**config.mk**
```make
export PLATFORM = sky130hd
export DESIGN_NAME = bp_be_dcache_lce_cmd_seq
export DESIGN_NICKNAME = d
export VERILOG_FILES = /design/src/rtl/bp_be_dcache_lce_cmd_seq.sv
export SDC_FILE = /design/constraint.sdc
export NUM_CORES = 1
export LEC_CHECK = 0
export CAP_MARGIN = 10
export CORE_AREA = 3 3 445 447
export CTS_BUF_LIST = sky130_fd_sc_hd__clkbuf_2
export DETAILED_ROUTE_END_ITERATION = 8
export DIE_AREA = 0 0 448 450
export GPL_TIMING_DRIVEN = 0
export HOLD_SLACK_MARGIN = 0.08
export SYNTH_ARGS = -nofsm -noshare
export SYNTH_HDL_FRONTEND = slang
export SYNTH_SLANG_ARGS = --single-unit
```
**constraint.sdc**
```tcl
create_clock -name clk_i -period 2.75 [get_ports clk_i]
set_input_delay 0.6875 -clock clk_i [delete_from_list [all_inputs] [get_ports clk_i]]
set_output_delay 0.6875 -clock clk_i [all_outputs]
set_load 0.05 [all_outputs]
```
**src/rtl/bp_be_dcache_lce_cmd_seq.sv**
```systemverilog
// bp_be_dcache_lce_cmd_seq
//   LCE-side sequencer. Takes one coherence command at a time and expands it
//   into the tag_mem / data_mem / stat_mem packet sequence the dcache expects.
//   Writebacks return the dirty status and the block data (zero if clean).
//   Optional feature macro: BP_BE_DCACHE_LCE_CMD_SEQ_STATS_EN adds saturating
//   writeback counters on wb_cnt_o / dirty_wb_cnt_o.
module bp_be_dcache_lce_cmd_seq #(
  parameter int unsigned sets_p        = 64,
  parameter int unsigned ways_p        = 8,
  parameter int unsigned ptag_width_p  = 28,
  parameter int unsigned coh_bits_p    = 2,
  parameter int unsigned block_width_p = 512,
  localparam int unsigned idx_w        = (sets_p > 1) ? $clog2(sets_p) : 1,
  localparam int unsigned way_w        = (ways_p > 1) ? $clog2(ways_p) : 1
) (
  input  logic                     clk_i,
  input  logic                     reset_i,

  input  logic                     cmd_v_i,
  output logic                     cmd_ready_o,
  input  logic [1:0]               cmd_op_i,
  input  logic [idx_w-1:0]         cmd_index_i,
  input  logic [way_w-1:0]         cmd_way_i,
  input  logic [ptag_width_p-1:0]  cmd_tag_i,
  input  logic [coh_bits_p-1:0]    cmd_coh_i,

  output logic                     resp_v_o,
  input  logic                     resp_yumi_i,
  output logic                     resp_dirty_o,
  output logic [block_width_p-1:0] resp_data_o,
`ifdef BP_BE_DCACHE_LCE_CMD_SEQ_STATS_EN
  output logic [15:0]              wb_cnt_o,
  output logic [15:0]              dirty_wb_cnt_o,
`endif

  output logic                     tag_pkt_v_o,
  input  logic                     tag_pkt_yumi_i,
  output logic [1:0]               tag_pkt_op_o,
  output logic                     data_pkt_v_o,
  input  logic                     data_pkt_yumi_i,
  output logic [1:0]               data_pkt_op_o,
  output logic                     stat_pkt_v_o,
  input  logic                     stat_pkt_yumi_i,
  output logic [1:0]               stat_pkt_op_o,

  output logic [idx_w-1:0]         pkt_index_o,
  output logic [way_w-1:0]         pkt_way_o,
  output logic [ptag_width_p-1:0]  pkt_tag_o,
  output logic [coh_bits_p-1:0]    pkt_coh_o,

  input  logic [block_width_p-1:0] data_mem_i,
  input  logic [ways_p-1:0]        stat_dirty_i
);

  // Command opcodes
  localparam logic [1:0] CMD_SET_CLEAR  = 2'd0;
  localparam logic [1:0] CMD_INVALIDATE = 2'd1;
  localparam logic [1:0] CMD_WRITEBACK  = 2'd2;
  localparam logic [1:0] CMD_SET_TAG    = 2'd3;

  // dcache packet opcodes
  localparam logic [1:0] TAG_OP_SET_CLEAR    = 2'd0;
  localparam logic [1:0] TAG_OP_INVALIDATE   = 2'd1;
  localparam logic [1:0] TAG_OP_SET_TAG      = 2'd2;
  localparam logic [1:0] DATA_OP_READ        = 2'd0;
  localparam logic [1:0] STAT_OP_SET_CLEAR   = 2'd0;
  localparam logic [1:0] STAT_OP_READ        = 2'd1;
  localparam logic [1:0] STAT_OP_CLEAR_DIRTY = 2'd2;

  // Sequencer states
  localparam logic [3:0] S_IDLE      = 4'd0;
  localparam logic [3:0] S_TAG_CLR   = 4'd1;
  localparam logic [3:0] S_STAT_CLR  = 4'd2;
  localparam logic [3:0] S_TAG_INV   = 4'd3;
  localparam logic [3:0] S_TAG_SET   = 4'd4;
  localparam logic [3:0] S_STAT_RD   = 4'd5;
  localparam logic [3:0] S_STAT_CAP  = 4'd6;
  localparam logic [3:0] S_DATA_RD   = 4'd7;
  localparam logic [3:0] S_DATA_CAP  = 4'd8;
  localparam logic [3:0] S_CLR_DIRTY = 4'd9;
  localparam logic [3:0] S_RESP      = 4'd10;

  logic [3:0]               state_q, state_d;
  logic [idx_w-1:0]         index_q;
  logic [way_w-1:0]         way_q;
  logic [ptag_width_p-1:0]  tag_q;
  logic [coh_bits_p-1:0]    coh_q;
  logic                     dirty_q;
  logic [block_width_p-1:0] data_q;
  logic                     cmd_accept;
  logic                     way_dirty;

  assign cmd_ready_o = (state_q == S_IDLE) && !reset_i;
  assign cmd_accept  = cmd_v_i && cmd_ready_o;
  assign way_dirty   = stat_dirty_i[way_q];

  assign pkt_index_o  = index_q;
  assign pkt_way_o    = way_q;
  assign pkt_tag_o    = tag_q;
  assign pkt_coh_o    = coh_q;
  assign resp_dirty_o = dirty_q;
  assign resp_data_o  = data_q;

  // Next-state: each packet state advances only on its own yumi
  always_comb begin
    state_d = state_q;
    case (state_q)
      S_IDLE: begin
        if (cmd_accept) begin
          case (cmd_op_i)
            CMD_SET_CLEAR:  state_d = S_TAG_CLR;
            CMD_INVALIDATE: state_d = S_TAG_INV;
            CMD_WRITEBACK:  state_d = S_STAT_RD;
            CMD_SET_TAG:    state_d = S_TAG_SET;
            default:        state_d = S_IDLE;
          endcase
        end
      end
      S_TAG_CLR:   if (tag_pkt_yumi_i)  state_d = S_STAT_CLR;
      S_STAT_CLR:  if (stat_pkt_yumi_i) state_d = S_IDLE;
      S_TAG_INV:   if (tag_pkt_yumi_i)  state_d = S_IDLE;
      S_TAG_SET:   if (tag_pkt_yumi_i)  state_d = S_IDLE;
      S_STAT_RD:   if (stat_pkt_yumi_i) state_d = S_STAT_CAP;
      S_STAT_CAP:  state_d = way_dirty ? S_DATA_RD : S_RESP;
      S_DATA_RD:   if (data_pkt_yumi_i) state_d = S_DATA_CAP;
      S_DATA_CAP:  state_d = S_CLR_DIRTY;
      S_CLR_DIRTY: if (stat_pkt_yumi_i) state_d = S_RESP;
      S_RESP:      if (resp_yumi_i)     state_d = S_IDLE;
      default:     state_d = S_IDLE;
    endcase
  end

  // Packet/response valids and opcodes decoded from state; forced low in reset
  always_comb begin
    tag_pkt_v_o   = 1'b0;
    tag_pkt_op_o  = TAG_OP_SET_CLEAR;
    data_pkt_v_o  = 1'b0;
    data_pkt_op_o = DATA_OP_READ;
    stat_pkt_v_o  = 1'b0;
    stat_pkt_op_o = STAT_OP_SET_CLEAR;
    resp_v_o      = 1'b0;
    if (!reset_i) begin
      case (state_q)
        S_TAG_CLR: begin
          tag_pkt_v_o  = 1'b1;
          tag_pkt_op_o = TAG_OP_SET_CLEAR;
        end
        S_STAT_CLR: begin
          stat_pkt_v_o  = 1'b1;
          stat_pkt_op_o = STAT_OP_SET_CLEAR;
        end
        S_TAG_INV: begin
          tag_pkt_v_o  = 1'b1;
          tag_pkt_op_o = TAG_OP_INVALIDATE;
        end
        S_TAG_SET: begin
          tag_pkt_v_o  = 1'b1;
          tag_pkt_op_o = TAG_OP_SET_TAG;
        end
        S_STAT_RD: begin
          stat_pkt_v_o  = 1'b1;
          stat_pkt_op_o = STAT_OP_READ;
        end
        S_DATA_RD: begin
          data_pkt_v_o  = 1'b1;
          data_pkt_op_o = DATA_OP_READ;
        end
        S_CLR_DIRTY: begin
          stat_pkt_v_o  = 1'b1;
          stat_pkt_op_o = STAT_OP_CLEAR_DIRTY;
        end
        S_RESP: resp_v_o = 1'b1;
        default: ;
      endcase
    end
  end

  // State register
  always_ff @(posedge clk_i) begin
    if (reset_i) state_q <= S_IDLE;
    else         state_q <= state_d;
  end

  // Latch the command fields on acceptance; they drive the shared packet fields
  always_ff @(posedge clk_i) begin
    if (reset_i) begin
      index_q <= '0;
      way_q   <= '0;
      tag_q   <= '0;
      coh_q   <= '0;
    end else if (cmd_accept) begin
      index_q <= cmd_index_i;
      way_q   <= cmd_way_i;
      tag_q   <= cmd_tag_i;
      coh_q   <= cmd_coh_i;
    end
  end

  // Capture dirty bit and block data for the writeback response
  always_ff @(posedge clk_i) begin
    if (reset_i) begin
      dirty_q <= 1'b0;
      data_q  <= '0;
    end else if (state_q == S_STAT_CAP) begin
      dirty_q <= way_dirty;
      if (!way_dirty) data_q <= '0;
    end else if (state_q == S_DATA_CAP) begin
      data_q <= data_mem_i;
    end
  end

`ifdef BP_BE_DCACHE_LCE_CMD_SEQ_STATS_EN
  logic [15:0] wb_cnt_q;
  logic [15:0] dirty_wb_cnt_q;
  logic        resp_fire;

  assign resp_fire      = resp_v_o && resp_yumi_i;
  assign wb_cnt_o       = wb_cnt_q;
  assign dirty_wb_cnt_o = dirty_wb_cnt_q;

  // Saturating writeback counters, stepped on each response handshake
  always_ff @(posedge clk_i) begin
    if (reset_i) begin
      wb_cnt_q       <= '0;
      dirty_wb_cnt_q <= '0;
    end else if (resp_fire) begin
      if (wb_cnt_q != 16'hFFFF) wb_cnt_q <= wb_cnt_q + 16'd1;
      if (dirty_q && (dirty_wb_cnt_q != 16'hFFFF))
        dirty_wb_cnt_q <= dirty_wb_cnt_q + 16'd1;
    end
  end
`endif

endmodule

```
==> impl_results.md, run 1 <==
* I/O Buffers at 1128
* Cts repair resizes at 5389
* Mux share of post-synthesis cell area at 0.00295
* Mapped Cells at 1399
* Error: [ERROR RSZ-0060] Max buffer count reached.
* FP Rows at 162
* DIE WIDTH at 448 um
* Post-Syn Area at 0.0174 mm^2
* Synthesized flop and latch total at 556
* Post-synth EDFFs at 0
* Synth Warn # at 0
* Initial core utilization at 0.0895
* Post-Synth XOR/XNOR Area at 0
* Area share of fa/ha/maj cells after synthesis at 0
* Syn Area/Cell at 12.4 um^2
* Post-synthesis compound-gate area fraction at 0.268
* Most used flip-flop cell after synthesis: dfxtp_1
* Cts bufs inserted at 166
* CTS sink cnt at 556
* Simple-gate share of the synthesized area at 0.0495
* Postcts setup bufs at 81
* Post-synthesis sequential area ratio at 0.639
* Async set or reset register ratio after synthesis at 0
* Run status: aborted with a tool error
* DP HPWL at 152000 um
* Die Ht at 450 um
* Hold buffers post-CTS at 1089
* IO Pins at 1131
* RePlAce Congestion at 0.966
* Post-synth cell types at 40
* Combinational family with the most area after synthesis: compound AO/OA/AOI/OAI gates
* H-tree levels at 4
* Clk root buf: clkbuf_2
* Last stage: 4_1_cts
* Clk buf depth at 3
==> per-stage QoR <==
stage / area, um^2 / cells / setup slack, ps
2_1_floorplan: 17400 / 1400 / -106
3_3_place_gp: 31900 / 5070 / -2870
3_5_place_dp: 32000 / 5072 / -1380
==> synthesized netlist by cell type, types with 3 or more instances <==
master,number,area (um^2)
a21oi_1,3,15.0
a22o_1,511,4480
buf_2,14,70.1
buf_4,46,345
clkbuf_1,72,270
dfxtp_1,556,11100
inv_1,4,15.0
mux2i_1,4,40.0
nand2_1,85,319
nand2b_1,5,31.3
nand3_1,5,25.0
nand3b_1,40,300
nor2_1,11,41.3
nor3_1,4,20.0
o21ai_0,3,15.0
o22ai_1,6,37.5
or2_2,3,18.8
==> kinds of logic after synthesis <==
group / count (synthesis)
compound gates: 534
buf+inv: 137
flops: 556
mux: 5
other cells: 1
simple gates: 166
==> run 2: changes to the inputs <==
- CORE_AREA: 3 3 445 447 -> 3 3 441 443
- CTS_BUF_LIST: sky130_fd_sc_hd__clkbuf_2 -> default
- DIE_AREA: 0 0 448 450 -> 0 0 444 446
- HOLD_SLACK_MARGIN: 0.08 -> default
- PLACE_DENSITY_LB_ADDON: default -> 0.15
==> run 2 against run 1 <==
The flow now finishes, with violations (negative setup slack). Synthesized cell count did not move. Synthesized area is the same.
==> impl_results.md, run 2 <==
* Clock-pin slew on the worst setup and hold paths at 60 ps
* Max Used Layer: met5
* Family with the most delay on the worst path: simple AND/OR/NAND/NOR gates
* Worst path slowest cell: nor3_4
* Met1 wire length at 54200 um
* Min cycle time layout at 2940 ps
* Max stage delay on crit path at 440 ps
* H-tree levels at 3 (-1)
* First-pass GRT wire length at 171000 um
* HP Start: pkt_tag_o[8]$_SDFFE_PP0P_
* R2R Path Start: state_q[0]$_SDFFE_PP0P_
* Crit. End Element: primary output
* Slew @ Worst Pin at 1010 ps
* CTS tree: done
* Die Ht at 446 um (-0.89%)
* Critical path required time at 2060 ps
* Crit start category: flop
* Antenna Nets Post-Route at 0
* Yosys top cell area share at 0.639 (unchanged)
* Top cells by count, synth: dfxtp_1 (556), a22o_1 (511), nand2_1 (85)
* Pins Over Slew Limit at 0
* Count leader, synth: dfxtp_1
* Clk root buf: clkbuf_16
* Synth Warn # at 0 (unchanged)
* CP Buf/Inv Count at 3
* Most common cell after layout, fill and taps aside: clkdlybuf4s50_1
* Worst-path maximum fanout at 3
* Hold WC Path Type: reg2reg
* Slew HR at 0.330
* Peak VDD IR at 0.377 mV
* Cell internal pwr at 15.8 mW
* Sequential power share at 0.379
* DP HPWL at 110000 um (-28%)
* 1st-iter DRT viols at 961
* IO Pins at 1131 (unchanged)
* Synthesized flop and latch total at 556 (unchanged)
* Area Growth Syn to Fin at 99.1%
* Switching Share at 0.292
* Area share of fa/ha/maj cells after synthesis at 0 (unchanged)
* Drt drc at 0
* Clock share of power at 0.447
* CTS sink cnt at 556 (unchanged)
* DIE WIDTH at 444 um (-0.89%)
* Clk buf depth at 3 (unchanged)
* Reg-to-reg critical path endpoint: resp_data_o[125]$_SDFFE_PP0P_
* Met2 wire len at 64200 um
* Die area at 0.198 mm^2
* Hold buffers post-CTS at 0 (-100%)
* DP Area at 0.0319 mm^2 (-0.23%)
* Post-Synth XOR/XNOR Area at 0 (unchanged)
* Vias at 17.0k
* Worst Setup SP: state_q[0]$_SDFFE_PP0P_
* Setup violations, final at 4
* Vias/cell at 3.27
* Initial core utilization at 0.0915 (+0.00198)
* Skew final at 33.5 ps
* Hold path endpoint: pkt_tag_o[8]$_SDFFE_PP0P_
* Leading cell types in the layout, fill and taps excluded: clkdlybuf4s50_1 (1028), dfxtp_1 (553), a22o_1 (511), dlygate4sd2_1 (87), nand2_1 (85)
* Worst hold margin at 472 ps
* Failing checks: negative setup slack
* P_sw at 6.50 mW
* Final hold vios at 0
* Async set or reset register ratio after synthesis at 0 (unchanged)
* Setup TNS at -374 ps
* Pleak at 13.1 nW
* CP Data Arrival Time at 2260 ps
* Max FFs per register at 512
* Run status: complete, but fails checks
* Simple-gate share of the synthesized area at 0.0495 (unchanged)
* Antenna violations before repair at 44
* I/O Buffers at 1128 (unchanged)
* Core area at 0.190 mm^2
* Reg2Reg Depth at 8
* Hold depth at 2
* DR WL/cell at 25.6 um
* Cts bufs inserted at 78 (-53%)
* Synth area leader: dfxtp_1
* Grt ovf at 0
* Post-route cell area at 0.0347 mm^2
* Setup CP Type: reg2out
* Worst skew pair latency at 670 ps
* Post-synth EDFFs at 0 (unchanged)
* Number of max-cap violations at 0
* Largest net degree at the start of global routing at 12
* Power Density at 642 mW/mm^2
* Syn Area/Cell at 12.4 um^2 (unchanged)
* Final worst-path cycle share at 1.07
* Comb pwr share at 0.173
* Post-synthesis compound-gate area fraction at 0.268 (unchanged)
* Mux share of post-synthesis cell area at 0.00295 (unchanged)
* Post-synth cell types at 40 (unchanged)
* R2R Setup Slk at 170 ps
* Met3 wire length at 11900 um
* Final wirelength at 134000 um
* Vias in the first global route at 17.3k
* Tot Pwr at 22.3 mW
* Layout cells sized above 1 at 0.0972
* Worst-path cell chain: buf_8, clkinvlp_4, or3_4, nor3_4, buf_6
* Post-Syn Area at 0.0174 mm^2 (unchanged)
* RePlAce Congestion at 0.829 (-14%)
* Max Clock Freq at 340 MHz
* Mapped Cells at 1399 (unchanged)
* Post-synthesis sequential area ratio at 0.639 (unchanged)
* Final #Nets at 3196
* Most used flip-flop cell after synthesis: dfxtp_1
* Ranking of synthesized cells by area: dfxtp_1 (64%), a22o_1 (26%), buf_4 (2.0%)
* RSZ-0062 raised after global routing: yes
* Global Route Usage Sum at 0.129
* Setup ws final at -195 ps
* Combinational family with the most area after synthesis: compound AO/OA/AOI/OAI gates
* DRT Pass-1 Iters at 5
* FP Rows at 160 (-1.2%)
[run 2: through the flow]
step	utilization	instances	setup slack (ps)
after floorplan	-	1400	-106
after global placement	0.167	5039	-2360
after detailed placement	0.167	5041	-2170
after CTS	0.181	5191	-390
after global routing	0.182	5207	-350
final	0.182	5215	-195
[run 2: how the worst max path moves through the flow]
stage,depth (start not counted),to
detailed placement,5,tag_pkt_op_o[1]
global route,5,tag_pkt_op_o[0]
floorplan,3,resp_v_o
finish,5,tag_pkt_op_o[0]
CTS,5,tag_pkt_op_o[0]
global placement,6,resp_data_o[141]$_SDFFE_PP0P_
[run 2: cell families after synthesis]
| family | after synthesis |
|---|---|
| muxes | 5 |
| and+or+nand+nor | 166 |
| AOI/OAI and AO/OA | 534 |
| buffers and inverters | 137 |
| other | 1 |
| DFF | 556 |
[run 2: timing repair]
action,4_1_cts,5_1_grt
endpoints found under the setup margin,595,105
gates resized for setup,198,33
setup buffers,14,4
pin swaps,8,9
[run 2: power groups by stage]
stage | Combinational (mW) | Clock (mW) | Sequential (mW)
6_report | 3.86 | 9.96 | 8.45
4_1_cts | 3.79 | 10.5 | 8.44
5_1_grt | 4.08 | 10.7 | 8.48
2_1_floorplan | 0.897 | 0 | 9.32
3_3_place_gp | 3.58 | 0 | 8.60
3_5_place_dp | 3.56 | 0 | 8.61
[run 2: layer usage]
layer,global-route usage,vias up
li1,-,7838
met1,0.151,8337
met2,0.214,703
met3,0.0541,146
met4,0.0394,12
met5,0,-
[run 2: area by class of cell]
type | instances | area (um^2)
Timing Repair Buffer | 1148 | 11400
Buffer | 133 | 767
Fill cell | 21000 | 156000
Inverter | 4 | 22.5
Multi-Input combinational cell | 707 | 5720
Sequential cell | 556 | 11100
Clock inverter | 23 | 188
Tap cell | 2511 | 3140
Clock buffer | 113 | 2250
Antenna cell | 20 | 50.0
[run 2: tightest hold or removal path, cell delays in order, from the launching register on]
cell and delay, ps:
dfxtp_1 310, nand3b_1 70, nand2_1 50
No activity file was read; power rests on OpenSTA's default activity.
==> run 3: changes to the inputs <==
--- a/config.mk
+++ b/config.mk
@@ -10,4 +10,5 @@
 export DETAILED_ROUTE_END_ITERATION = 8
 export DIE_AREA = 0 0 444 446
+export GPL_ROUTABILITY_DRIVEN = 0
 export GPL_TIMING_DRIVEN = 0
 export PLACE_DENSITY_LB_ADDON = 0.15
==> constraint.sdc (replaced) <==
create_clock -name clk_i -period 2.75 [get_ports clk_i]
set_input_delay 0.55 -clock clk_i [delete_from_list [all_inputs] [get_ports clk_i]]
set_output_delay 0.55 -clock clk_i [all_outputs]
set_load 0.05 [all_outputs]
==> run 3 against run 2 <==
The flow now finishes without violations. First-iteration DRC count is 3.4% higher. Total power is 1.9% higher. Hold slack worse by 86 ps. Register-to-register slack worse by 30 ps. Clock skew is 1.5 ps higher. Critical endpoint is now resp_data_o[233]. Cell area hardly changed. Clock-buffer cell count is 4 higher.
==> impl_results.md, run 3 (synthesis results as in run 2) <==
* DP HPWL at 114000 um (+3.3%)
* Area Growth Syn to Fin at 99.1% (about the same)
* Setup CP Type: reg2out
* Final core occ at 0.182 (about the same)
* Largest net degree at the start of global routing at 13 (+1)
* Post-route cell area at 0.0347 mm^2 (about the same)
* Global Route Usage Sum at 0.132 (+0.00340)
* Max Clock Freq at 375 MHz (+10%)
* Die area at 0.198 mm^2 (unchanged)
* H-tree levels at 3 (unchanged)
* Seq. cell area at 0.0111 mm^2 (about the same)
* Grt ovf at 0 (unchanged)
* Cts bufs inserted at 80 (+2.6%)
* Area of the multi-input gates at 0.00565 mm^2 (-1.2%)
* Peak VDD IR at 0.358 mV (-5.1%)
* P_sw at 6.69 mW (+2.9%)
* Clock-pin slew on the worst setup and hold paths at 60 ps (about the same)
* Vias/cell at 3.27 (about the same)
* CTS sink cnt at 556 (unchanged)
* Comb pwr share at 0.158 (-0.015)
* Worst-path cell chain: clkdlybuf4s50_1
* Setup violations, final at 0 (-4)
* Clock share of power at 0.471 (+0.024)
* Slew HR at 0.361 (+0.0314)
* Pins Over Slew Limit at 0 (unchanged)
* First-pass GRT wire length at 175000 um (+2.4%)
* Initial core utilization at 0.0915 (unchanged)
* Critical path required time at 2200 ps (+140 ps)
* Layout cells sized above 1 at 0.0937 (-0.00352)
* DP Area at 0.0319 mm^2 (unchanged)
* Die Ht at 446 um (unchanged)
* Cell internal pwr at 16.0 mW (+1.5%)
* Clk buf depth at 3 (unchanged)
* Crit start category: flop
* Max stage delay on crit path at 880 ps (+440 ps)
* M3 GR Usage at 0.0598 (+0.00570)
* DR WL/cell at 26.5 um (+3.3%)
* Max FFs per register at 512 (unchanged)
* GR met1 Demand/Resource at 0.153 (+0.00205)
* Worst path slowest cell: clkdlybuf4s50_1
* DRT Pass-1 Iters at 5 (unchanged)
* I/O Buffers at 1128 (unchanged)
* Crit. End Element: primary output
* Hold WC Path Type: in2reg
* Most common cell after layout, fill and taps aside: clkdlybuf4s50_1
* Leading cell types in the layout, fill and taps excluded: clkdlybuf4s50_1 (1069), dfxtp_1 (556), a22o_1 (511), nand2_1 (85), clkbuf_16 (81)
* Sequential power share at 0.372 (-0.007)
* Run status: finished clean
* FP Rows at 160 (unchanged)
* 1st-iter DRT viols at 994 (+3.4%)
* Vias in the first global route at 17.4k (+0.31%)
* Number of max-cap violations at 0 (unchanged)
* Final #Nets at 3183 (-0.41%)
* Min cycle time layout at 2670 ps (-279 ps)
* Family with the most delay on the worst path: buffers and inverters
* Drt drc at 0 (unchanged)
* IO Pins at 1131 (unchanged)
* M2 GR Usage at 0.223 (+0.00911)
* Power Density at 654 mW/mm^2 (+1.9%)
* Skew final at 35.0 ps (+1.50 ps)
* Vias at 17.0k (-0.39%)
* Switching Share at 0.295 (+0.00291)
* Worst skew pair latency at 700 ps (+30 ps)
* Core area at 0.190 mm^2 (unchanged)
* Fillers at 21.0k (+0.25%)
* Final worst-path cycle share at 0.969 (-0.102)
* Final hold vios at 0 (unchanged)
* Tot Pwr at 22.7 mW (+1.9%)
* Antenna Nets Post-Route at 0 (unchanged)
* Clk root buf: clkbuf_16
* CTS tree: done
* CP Data Arrival Time at 2120 ps (-140 ps)
* Worst-path maximum fanout at 2 (-1)
* CP Buf/Inv Count at 1 (-2)
* Antenna violations before repair at 43 (-2.3%)
* Slew @ Worst Pin at 962 ps (-47.2 ps)
* Pleak at 12.9 nW (-1.6%)
* Grt peak-use layer: met2
* DIE WIDTH at 444 um (unchanged)
* Final wirelength at 137000 um (+3.0%)
run 3: changes by cell type in the layout (fill, tap and decap cells not counted), sizes merged:
cell,change
clkbuf,+3
bufinv,+2
clkinv,+1
dlygate4sd2,-40
inv,+2
clkdlybuf4s50,+41
buf,-14
diode,-13
dlymetal6s2s,-1
run 3: path summary, 6_finish.rpt:
check                                              startpoint                            end  slack (ps)  cells past startpoint
worst max-delay path            resp_data_o[233]$_SDFFE_PP0P_               resp_data_o[233]          80                      1
worst min-delay path                             cmd_tag_i[3]      pkt_tag_o[3]$_SDFFE_PP0P_         390                      3
worst max register to register        state_q[0]$_SDFFE_PP0P_  resp_data_o[284]$_SDFFE_PP0P_         140                      7
worst min register to register      pkt_tag_o[1]$_SDFFE_PP0P_      pkt_tag_o[1]$_SDFFE_PP0P_         470                      2
run 3: metal layers:
layer / vias up / share of wire
li1: 7812 / -
met2: 702 / 0.48
met1: 8283 / 0.40
met5: - / 0.00037
met3: 164 / 0.098
met4: 8 / 0.017
run 3: final cells by class:
cell class,instances,share of cell area
Sequential cell,556,0.321
Inverter,4,0.000541
Clock inverter,28,0.00953
Timing Repair Buffer,1133,0.326
Antenna cell,7,0.000505
Clock buffer,117,0.0673
Tap cell,2511,0.0906
Multi-Input combinational cell,707,0.163
Buffer,133,0.0215
run 3: power by group through the flow:
stage	clock network (mW)	registers, mW	logic (mW)
finish	10.7	8.43	3.58
global route	11.4	8.46	3.79
global placement	0	8.60	3.57
floorplan	0	9.32	0.896
CTS	11.2	8.43	3.63
detailed placement	0	8.60	3.55
run 3: what timing repair did:
action | in CTS | in global routing
hold buffers | 0 | 0
setup buffers | 3 | 1
resized for setup | 149 | 29
endpoints found under the setup margin | 557 | 155
pin swaps | 1 | 0
run 3: per-stage QoR:
step	hold WS (ps)	setup TNS (ps)	std cells	setup slack, ps
final	386	0	5196	84.6
after global routing	338	-85.4	5192	-11.6
after CTS	279	0	5188	0.443
after detailed placement	462	-439020	5040	-1220
after global placement	460	-928750	5039	-2260
after floorplan	649	0	1400	58.8
